File: config.mk
export PLATFORM = sky130hd
export DESIGN_NAME = fifo_push_arbiter_flat
export DESIGN_NICKNAME = d
export VERILOG_FILES = /design/src/rtl/fifo_arb_pkg.sv /design/src/rtl/fifo_push_arbiter_if.sv /design/src/rtl/rr_arbiter.sv /design/src/rtl/fifo_push_arbiter.sv /design/src/flat_wrapper.sv
export SDC_FILE = /design/constraint.sdc
export NUM_CORES = 1
export LEC_CHECK = 0
export CORE_MARGIN = 1
export CORE_UTILIZATION = 44
export DETAILED_ROUTE_END_ITERATION = 7
export HOLD_SLACK_MARGIN = 0.02
export PLACE_DENSITY = 0.8
export SETUP_SLACK_MARGIN = 0.3
export SLEW_MARGIN = 20
export SYNTH_ARGS = -nofsm -noshare
export SYNTH_HDL_FRONTEND = slang
export SYNTH_SLANG_ARGS = --single-unit
export TNS_END_PERCENT = 10
File: constraint.sdc
create_clock -name clk -period 4.5 [get_ports clk]
set_input_delay 0.9 -clock clk [delete_from_list [all_inputs] [get_ports clk]]
set_output_delay 0.9 -clock clk [all_outputs]
set_load 0.01 [all_outputs]
File: src/rtl/fifo_arb_pkg.sv
// Shared types and helpers for the FIFO push arbiter.
// State encoding, counter width and pointer wrap.
package fifo_arb_pkg;

  typedef enum logic {
    RUN   = 1'b0,
    DRAIN = 1'b1
  } state_e;

  localparam int CNT_W = 16;

  // Modulo wrap so non-power-of-two requester counts stay in range
  function automatic int rr_wrap(input int v, input int n);
    return v % n;
  endfunction

endpackage

File: src/rtl/fifo_push_arbiter_if.sv
// Requester, consumer and FIFO-side signals of the push arbiter.
// slave is the arbiter side, master the surrounding system.
interface fifo_push_arbiter_if #(
  parameter int NUM_REQ    = 4,
  parameter int DATA_WIDTH = 8,
  parameter int MULTI_POP  = 1
);
  localparam int CW = $clog2(MULTI_POP) + 1;

  logic [NUM_REQ-1:0]                 req_valid;
  logic [NUM_REQ-1:0][DATA_WIDTH-1:0] req_data;
  logic [NUM_REQ-1:0]                 req_ready;
  logic [CW-1:0]                      cons_poll_cnt;
  logic                               flush;
  logic                               flush_busy;
  logic                               fifo_push;
  logic [DATA_WIDTH-1:0]              fifo_data;
  logic [CW-1:0]                      fifo_poll_cnt;
  logic [CW-1:0]                      fifo_ready_cnt;
  logic                               fifo_full;
  logic [15:0]                        accept_cnt;

  modport slave (
    input  req_valid, req_data, cons_poll_cnt, flush,
    input  fifo_ready_cnt, fifo_full,
    output req_ready, flush_busy, fifo_push, fifo_data,
    output fifo_poll_cnt, accept_cnt
  );

  modport master (
    output req_valid, req_data, cons_poll_cnt, flush,
    output fifo_ready_cnt, fifo_full,
    input  req_ready, flush_busy, fifo_push, fifo_data,
    input  fifo_poll_cnt, accept_cnt
  );

endinterface

File: src/rtl/rr_arbiter.sv
// Combinational round-robin picker.
// Scans from ptr_i upward with wrap; first valid request wins.
module rr_arbiter
  import fifo_arb_pkg::*;
#(
  parameter int NUM_REQ = 4,
  parameter int PW      = 2
) (
  input  logic [NUM_REQ-1:0] req_i,
  input  logic [PW-1:0]      ptr_i,
  output logic [NUM_REQ-1:0] gnt_o,
  output logic [PW-1:0]      idx_o
);

  logic          found;
  logic [PW-1:0] k;

  // Priority scan starting at the pointer
  always_comb begin
    found = 1'b0;
    k     = '0;
    gnt_o = '0;
    idx_o = '0;
    for (int i = 0; i < NUM_REQ; i++) begin
      k = PW'(rr_wrap(int'(ptr_i) + i, NUM_REQ));
      if (!found && req_i[k]) begin
        found    = 1'b1;
        gnt_o[k] = 1'b1;
        idx_o    = k;
      end
    end
  end

endmodule

File: src/rtl/fifo_push_arbiter.sv
// Arbitrates requester pushes into one shared FIFO.
// RUN grants round-robin; DRAIN pops at full width until empty.
module fifo_push_arbiter
  import fifo_arb_pkg::*;
#(
  parameter int NUM_REQ    = 4,
  parameter int DATA_WIDTH = 8,
  parameter int MULTI_POP  = 1
) (
  input logic               clk,
  input logic               rst_n,
  fifo_push_arbiter_if.slave bus
);

  localparam int CW = $clog2(MULTI_POP) + 1;
  localparam int PW = (NUM_REQ > 1) ? $clog2(NUM_REQ) : 1;

  state_e               state_q, state_d;
  logic [PW-1:0]        ptr_q, ptr_d;
  logic [CNT_W-1:0]     cnt_q, cnt_d;
  logic [NUM_REQ-1:0]   gnt;
  logic [NUM_REQ-1:0]   ready;
  logic [PW-1:0]        gnt_idx;
  logic                 grant_en;
  logic                 push;
  logic [DATA_WIDTH-1:0] data_sel;

  rr_arbiter #(
    .NUM_REQ (NUM_REQ),
    .PW      (PW)
  ) u_rr (
    .req_i (bus.req_valid),
    .ptr_i (ptr_q),
    .gnt_o (gnt),
    .idx_o (gnt_idx)
  );

  // Grant gating and output muxing; everything forced low in reset
  always_comb begin
    grant_en = rst_n && (state_q == RUN)
             && !bus.flush && !bus.fifo_full;
    ready    = grant_en ? gnt : '0;
    push     = |(bus.req_valid & ready);
    data_sel = push ? bus.req_data[gnt_idx] : '0;
    bus.req_ready  = ready;
    bus.fifo_push  = push;
    bus.fifo_data  = data_sel;
    bus.flush_busy = rst_n && (state_q == DRAIN);
    bus.accept_cnt = cnt_q;
    if (!rst_n)
      bus.fifo_poll_cnt = '0;
    else if (state_q == DRAIN)
      bus.fifo_poll_cnt = CW'(MULTI_POP);
    else
      bus.fifo_poll_cnt = bus.cons_poll_cnt;
  end

  // Next state, pointer advance and saturating accept count
  always_comb begin
    state_d = state_q;
    ptr_d   = ptr_q;
    cnt_d   = cnt_q;
    unique case (state_q)
      RUN:   if (bus.flush) state_d = DRAIN;
      DRAIN: if (bus.fifo_ready_cnt == CW'(0)) state_d = RUN;
    endcase
    if (push) begin
      ptr_d = PW'(rr_wrap(int'(gnt_idx) + 1, NUM_REQ));
      if (cnt_q != {CNT_W{1'b1}})
        cnt_d = cnt_q + CNT_W'(1);
    end
  end

  // State, pointer and counter registers
  always_ff @(posedge clk or negedge rst_n) begin
    if (!rst_n) begin
      state_q <= RUN;
      ptr_q   <= '0;
      cnt_q   <= '0;
    end else begin
      state_q <= state_d;
      ptr_q   <= ptr_d;
      cnt_q   <= cnt_d;
    end
  end

endmodule

File: src/flat_wrapper.sv
// flat-port wrapper written by rule: the top's interface ports become plain ports
module fifo_push_arbiter_flat import fifo_arb_pkg::*;
#(
  parameter int NUM_REQ    = 4,
  parameter int DATA_WIDTH = 8,
  parameter int MULTI_POP  = 1
)
  (clk, rst_n, bus_req_valid, bus_req_data, bus_cons_poll_cnt, bus_flush, bus_fifo_ready_cnt, bus_fifo_full, bus_req_ready, bus_flush_busy, bus_fifo_push, bus_fifo_data, bus_fifo_poll_cnt, bus_accept_cnt);
  fifo_push_arbiter_if #(.NUM_REQ(NUM_REQ), .DATA_WIDTH(DATA_WIDTH), .MULTI_POP(MULTI_POP)) bus_i ();
  input logic clk;
  input logic rst_n;
  input wire logic [$bits(bus_i.req_valid)-1:0] bus_req_valid;
  input wire logic [$bits(bus_i.req_data)-1:0] bus_req_data;
  input wire logic [$bits(bus_i.cons_poll_cnt)-1:0] bus_cons_poll_cnt;
  input wire logic [$bits(bus_i.flush)-1:0] bus_flush;
  input wire logic [$bits(bus_i.fifo_ready_cnt)-1:0] bus_fifo_ready_cnt;
  input wire logic [$bits(bus_i.fifo_full)-1:0] bus_fifo_full;
  output wire logic [$bits(bus_i.req_ready)-1:0] bus_req_ready;
  output wire logic [$bits(bus_i.flush_busy)-1:0] bus_flush_busy;
  output wire logic [$bits(bus_i.fifo_push)-1:0] bus_fifo_push;
  output wire logic [$bits(bus_i.fifo_data)-1:0] bus_fifo_data;
  output wire logic [$bits(bus_i.fifo_poll_cnt)-1:0] bus_fifo_poll_cnt;
  output wire logic [$bits(bus_i.accept_cnt)-1:0] bus_accept_cnt;
  assign bus_i.req_valid = bus_req_valid;
  assign bus_i.req_data = bus_req_data;
  assign bus_i.cons_poll_cnt = bus_cons_poll_cnt;
  assign bus_i.flush = bus_flush;
  assign bus_i.fifo_ready_cnt = bus_fifo_ready_cnt;
  assign bus_i.fifo_full = bus_fifo_full;
  assign bus_req_ready = bus_i.req_ready;
  assign bus_flush_busy = bus_i.flush_busy;
  assign bus_fifo_push = bus_i.fifo_push;
  assign bus_fifo_data = bus_i.fifo_data;
  assign bus_fifo_poll_cnt = bus_i.fifo_poll_cnt;
  assign bus_accept_cnt = bus_i.accept_cnt;
  fifo_push_arbiter #(.NUM_REQ(NUM_REQ), .DATA_WIDTH(DATA_WIDTH), .MULTI_POP(MULTI_POP)) u_core (.clk(clk), .rst_n(rst_n), .bus(bus_i));
endmodule
# Yosys cells after proc, flatten, opt, wreduce, memory -nomap -nowiden
# Cells that the tools add are included.
[classes] n_addsub=5 n_mul=0 n_div=0 magnitude_cmp=9 n_eq_ne=1 shifts=0 mux=36 bitwise_logic=5 n_reduce_logical=18
[op_table] operator="$mux W4" count=5
[op_table] operator="$add A16 B1 Y16 const B" count=1
[op_table] operator="$bmux W8 S2" count=1
[op_table] operator="$mux W8" count=2
[op_table] operator="$ne A16 B16 Y1 const B" count=1
[op_table] operator="$lt A2 B3 Y1 const B" count=5
[op_table] operator="$mux W1" count=15
[op_table] operator="$or A4 B4 Y4" count=3
[op_table] operator="$logic_and A1 B1 Y1" count=11
[op_table] operator="$bmux W1 S2" count=4
[op_table] operator="$demux W1 S2" count=4
[op_table] operator="$ge A2 B1 Y1 const B" count=4
[op_table] operator="$mux W2" count=4
[op_table] operator="$logic_not A1 Y1" count=5
[op_table] operator="$add A2 B1 Y2 const B" count=2
[op_table] operator="$add A2 B2 Y2 const B" count=2
[op_table] operator="$and A4 B4 Y4" count=1
[op_table] operator="$reduce_or A4 Y1" count=1
[op_table] operator="$pmux W1 S2" count=1
[op_table] operator="$reduce_and A2 Y1" count=1
[op_table] operator="$not A1 Y1" count=1
[word_totals] reg_bits=19 latchBits=0 ram_bits=0 mem_bits_ro=0 input_bits=42 out_inout_bits=31 wordCells=77 mem_count=0

# Logic depth before layout (Yosys ltp)
[logic_depth] depth_word=16 depth_mapped=13 mapped_depth_nobuf=9

# Hierarchy
# From an unflattened synthesis, not the netlist that was laid out.
[unflattened] cells_unflattened=176 area_unflattened_um2=1788.0
[modules_own_cells] module="fifo_push_arbiter" n_inst=1 cells_each=111 area_per_inst_um2=1298.7 seq_area_each_um2=475.5
[modules_own_cells] module="rr_arbiter" n_inst=1 cells_each=65 area_per_inst_um2=489.2 seq_area_each_um2=0.0

# Least setup slack after synthesis
# Ideal clock, no wire load.
[synth_timing] path_kind="in2out" start="input port bus_req_valid[2]" end="output port bus_fifo_data[0]" t_arrival_ns=3.083 required_time_ns=3.600 slack_ns=0.517 path_stages=7 path_buffers=1 cell_sequence="buf_2 -> mux4_2 -> or2_4 -> nand2b_4 -> mux2i_4 -> mux4_1 -> and2_1"
[synth_between] elab_chain_cells=16 elab_cells_between_ends=34 cone_classes="mux: 23; bitwise: 4; reduce/logical: 7"
[synth_lines] item="from (decl)" line_no="flat_wrapper.sv:12" rtl="input wire logic [$bits(bus_i.req_valid)-1:0] bus_req_valid;"
[synth_lines] item="$bmux W1 S2" line_no="rr_arbiter.sv:26" rtl="if (!found && req_i[k]) begin"
[synth_lines] item="$mux W1 (implied by the code)" line_no="rr_arbiter.sv:26"
[synth_lines] item="$mux W1" line_no="rr_arbiter.sv:26"
[synth_lines] item="$logic_not A1 Y1" line_no="rr_arbiter.sv:26"
[synth_lines] item="$logic_and A1 B1 Y1" line_no="rr_arbiter.sv:26"
[synth_lines] item="$mux W1" line_no="rr_arbiter.sv:26"
[synth_lines] item="$logic_not A1 Y1" line_no="rr_arbiter.sv:26"
[synth_lines] item="$logic_and A1 B1 Y1" line_no="rr_arbiter.sv:26"
[synth_lines] item="$mux W1" line_no="rr_arbiter.sv:26"
[synth_lines] item="$logic_not A1 Y1" line_no="rr_arbiter.sv:26"
[synth_lines] item="$logic_and A1 B1 Y1" line_no="rr_arbiter.sv:26"
[synth_lines] item="$mux W4" line_no="rr_arbiter.sv:26"
[synth_lines] item="$mux W4" line_no="fifo_push_arbiter.sv:42" rtl="ready = grant_en ? gnt : '0;"
[synth_lines] item="$and A4 B4 Y4" line_no="fifo_push_arbiter.sv:43" rtl="push = |(bus.req_valid & ready);"
[synth_lines] item="$reduce_or A4 Y1" line_no="fifo_push_arbiter.sv:43"
[synth_lines] item="$mux W8 *" line_no="fifo_push_arbiter.sv:44" rtl="data_sel = push ? bus.req_data[gnt_idx] : '0;"
[synth_lines] item="to (decl)" line_no="flat_wrapper.sv:21" rtl="output wire logic [$bits(bus_i.fifo_data)-1:0] bus_fifo_data;"
# Every way passes the cells marked *; elsewhere a longest branch is shown, timed or not. The select of a mux whose other input is x is not followed.

# Final worst setup path
[layout_timing] start="input port bus_req_valid[0]" end="output port bus_fifo_data[4]"
# The elaborated chain is that of the path after synthesis.

==> metrics.csv <==
stage,metric,value,unit
sta,fin_crit_sh,93.3,%
clocking,h-tree-depth,1,
min_path,hold_path_end,u_core.bus.accept_cnt[12],
setup_path,endpoint_kind,primary output,
sta,worst_pin_slew,0.412,ns
min_path,min_from,u_core.bus.accept_cnt[12],
synthesis,synth_edf_count,0,
synthesis,ys_seq_area_share,26.3,%
setup_path,crit_arrival,3.30,ns
min_path,hold_class,register to register,
clocking,clock_latency,0.25,ns
clocking,numClockSinks,19,
synthesis,synth_area_leader_cell,dfrtp_1,
routing,wire_per_inst,13.7,µm
sta,hold_viol,0,
synthesis,netlist.area_leader.share,26.3,%
run_status,status,"finished, final reports clean",
clocking,cts_buffer_depth,2,
floorplanning,row_count,22,
clocking,cts-buffers-inserted,3,
finish,stdcell_area,0.00276,mm²
clocking,clockRootBuffer,clkbuf_8,
synthesis,yosys-top-cells-area,"dfrtp_1 (26%), mux4_1 (15%), xnor2_1 (5.8%), ha_1 (5.5%), and2_1 (3.5%)",
setup_path,startpoint_type,input port,
place,dpl.hpwl,3350,µm
setup_path,reg2reg_from,u_core.ptr_q[0],
setup_path,reg2reg_depth,13,
sta,whs,0.507,ns
finish,final_cell_mix,"clkdlybuf4s50_1 (59), buf_4 (27), dfrtp_1 (19)",
clocking,cts_tree,yes,
routing,drc,0,
floorplanning,boundaryPins,73,
floorplanning,core,0.00380,mm²
place,numPortBuffers,72,
synthesis,syn_area_per_cell,10.4,µm²
finish,drive_gt1_share,23.9,%
place,placed_cell_area,0.00271,mm²
synthesis,synth_ff_type,dfrtp_1,
finish,final_util,72.7,%
sta,drv_slew,0,
setup_path,rrSetupSlack,1.20,ns
sta,slew_headroom,72.5,%
sta,clock.fmax,238,MHz
synthesis,syn-instance-count,173,
synthesis,ys_seq_elements,19,
min_path,hold_depth,1,
routing,finalWirelength,4330,µm
setup_path,cp_max_fo,5,
routing,ant_nets,0,
sta,setup_viol,0,
synthesis,yosys_warnings,0,
floorplanning,die_area,0.00436,mm²
power,powerDensity,495,mW/mm²
setup_path,r2r_end,u_core.bus.accept_cnt[1],
sta,final.setup.tns,0,ns
global_routing,grt_pass1_vias,1665,
routing,drtIter0Drc,70,
sta,finalCriticalPeriod,4.20,ns
routing,dr.pass1.iters,4,
finish,layout_commonest_cell,clkdlybuf4s50_1,
power,ir_worst_vdd,0.269,mV
floorplanning,dieHeight,66.1,µm
place,gp_congestion,0.819,
global_routing,gr-total-overflow,0,
finish,fin_nets,319,
global_routing,antenna_found_initial,0,
routing,vias_per_cell,5.52,
finish,synthToLayoutAreaGrowth,53.0,%
floorplanning,die_width,66.1,µm
synthesis,syn_nets,223,
setup_path,critPathKind,input port to primary output,
global_routing,track_usage,21.8,%
power,power.leakage,1.20,nW
global_routing,grt_max_degree,22,
sta,rsz0062_at_grt,true,
routing,vias,1743,
synthesis,yosysUniqueCellTypes,45,
synthesis,syn_area,0.00181,mm²
sta,finClkSkew,0.00301,ns
setup_path,cp.required,3.60,ns
finish,n_antenna_cell,0,
floorplanning,start_util,47.5,%
clocking,clk_pin_slew,0.06,ns
synthesis,synth_async_sr_flop_share,100,%
global_routing,grt_pass1_wl,7290,µm
job,drv_cap,0,
## logic make-up after synthesis
group	after synthesis	share of synthesized area, %
AOI/OAI and AO/OA	26	10.7
xor gates and xnor gates	12	5.82
adders and majority gates	8	5.54
buffers and inverters	14	4.85
DFF	19	26.3
muxes	20	22.5
and+or+nand+nor	74	24.3
## metrics by stage
| stage | setup WS (ns) | total power [mW] | cells |
|---|---|---|---|
| floorplan | 0.517 | 0.832 | 173 |
| global placement | -0.236 | 1.15 | 308 |
| detailed placement | -0.314 | 1.17 | 308 |
| CTS | 0.213 | 1.38 | 315 |
| global route | 0.249 | 1.46 | 316 |
| finish | 0.300 | 1.37 | 316 |
## worst max-delay path by stage
stage	slack (ns)	startpoint	end
after floorplan	0.52	bus_req_valid[2]	bus_fifo_data[0]
after global placement	-0.24	bus_req_valid[3]	bus_fifo_data[3]
after detailed placement	-0.31	bus_req_valid[2]	bus_fifo_data[4]
after CTS	0.21	bus_req_valid[3]	bus_fifo_data[0]
after global routing	0.25	bus_req_valid[0]	bus_fifo_data[4]
final	0.30	bus_req_valid[0]	bus_fifo_data[4]
## layer usage
layer / GRT usage [%] / vias to the layer above / routed length, µm
met1: 26.2 / 829 / 1810
met5: 0 / - / 0
met3: 4.14 / 6 / 289
met4: 6.12 / 0 / 49
li1: - / 840 / -
met2: 39.3 / 68 / 2180
## final cells by class
cell class / instances / area (µm²)
Sequential cell: 19 / 475
Tap cell: 48 / 60.1
Clock buffer: 4 / 45.0
Inverter: 4 / 15.0
Multi-Input combinational cell: 140 / 1230
Timing Repair Buffer: 101 / 932
Fill cell: 309 / 1040
## worst max-delay path: stages
cell and delay, ns:
clkdlybuf4s15_2 0.22, buf_4 0.15, mux4_2 0.47, nor2b_4 0.16, nand2b_4 0.08, mux2i_4 0.29
buf_12 0.15, mux4_1 0.55, and2_1 0.18, buf_2 0.14
## registers in the layout, indices dropped and copies added (netlist names)
| register | flops |
|---|---|
| u_core.bus.accept_cnt | 16 |
| u_core.ptr_q | 2 |
| u_core.state_q | 1 |
## cell usage after synthesis, types with 2 or more instances
cell / instances
dfrtp_1: 19
nand2_1: 14
nor2_1: 12
xnor2_1: 12
and2_1: 10
mux4_1: 10
a21oi_1: 8
ha_1: 8
and3_1: 7
nand3_1: 6
nand4_1: 5
buf_6: 4
inv_1: 4
o21ai_0: 4
a22oi_1: 3
and4_1: 3
buf_2: 3
mux2_2: 3
mux2i_1: 3
nor2b_1: 3
a221o_2: 2
a32oi_1: 2
clkbuf_1: 2
mux4_2: 2
nand2b_1: 2
nand3_2: 2
nand3b_1: 2
## power by group
part	switching (mW)	leakage [nW]	internal (mW)
Clock	0.0518	0.0228	0.0629
Sequential	0.0186	0.254	0.193
Combinational	0.435	0.920	0.608
## timing repair
item                                    CTS  global route
resized for setup                        40             6
cloned                                    1             0
setup buffers                             2             1
endpoints found under the hold margin     0             0
endpoints found under the setup margin   13             8
hold buffers                              0             0
Note: power is estimated with default switching activity, not from simulation.
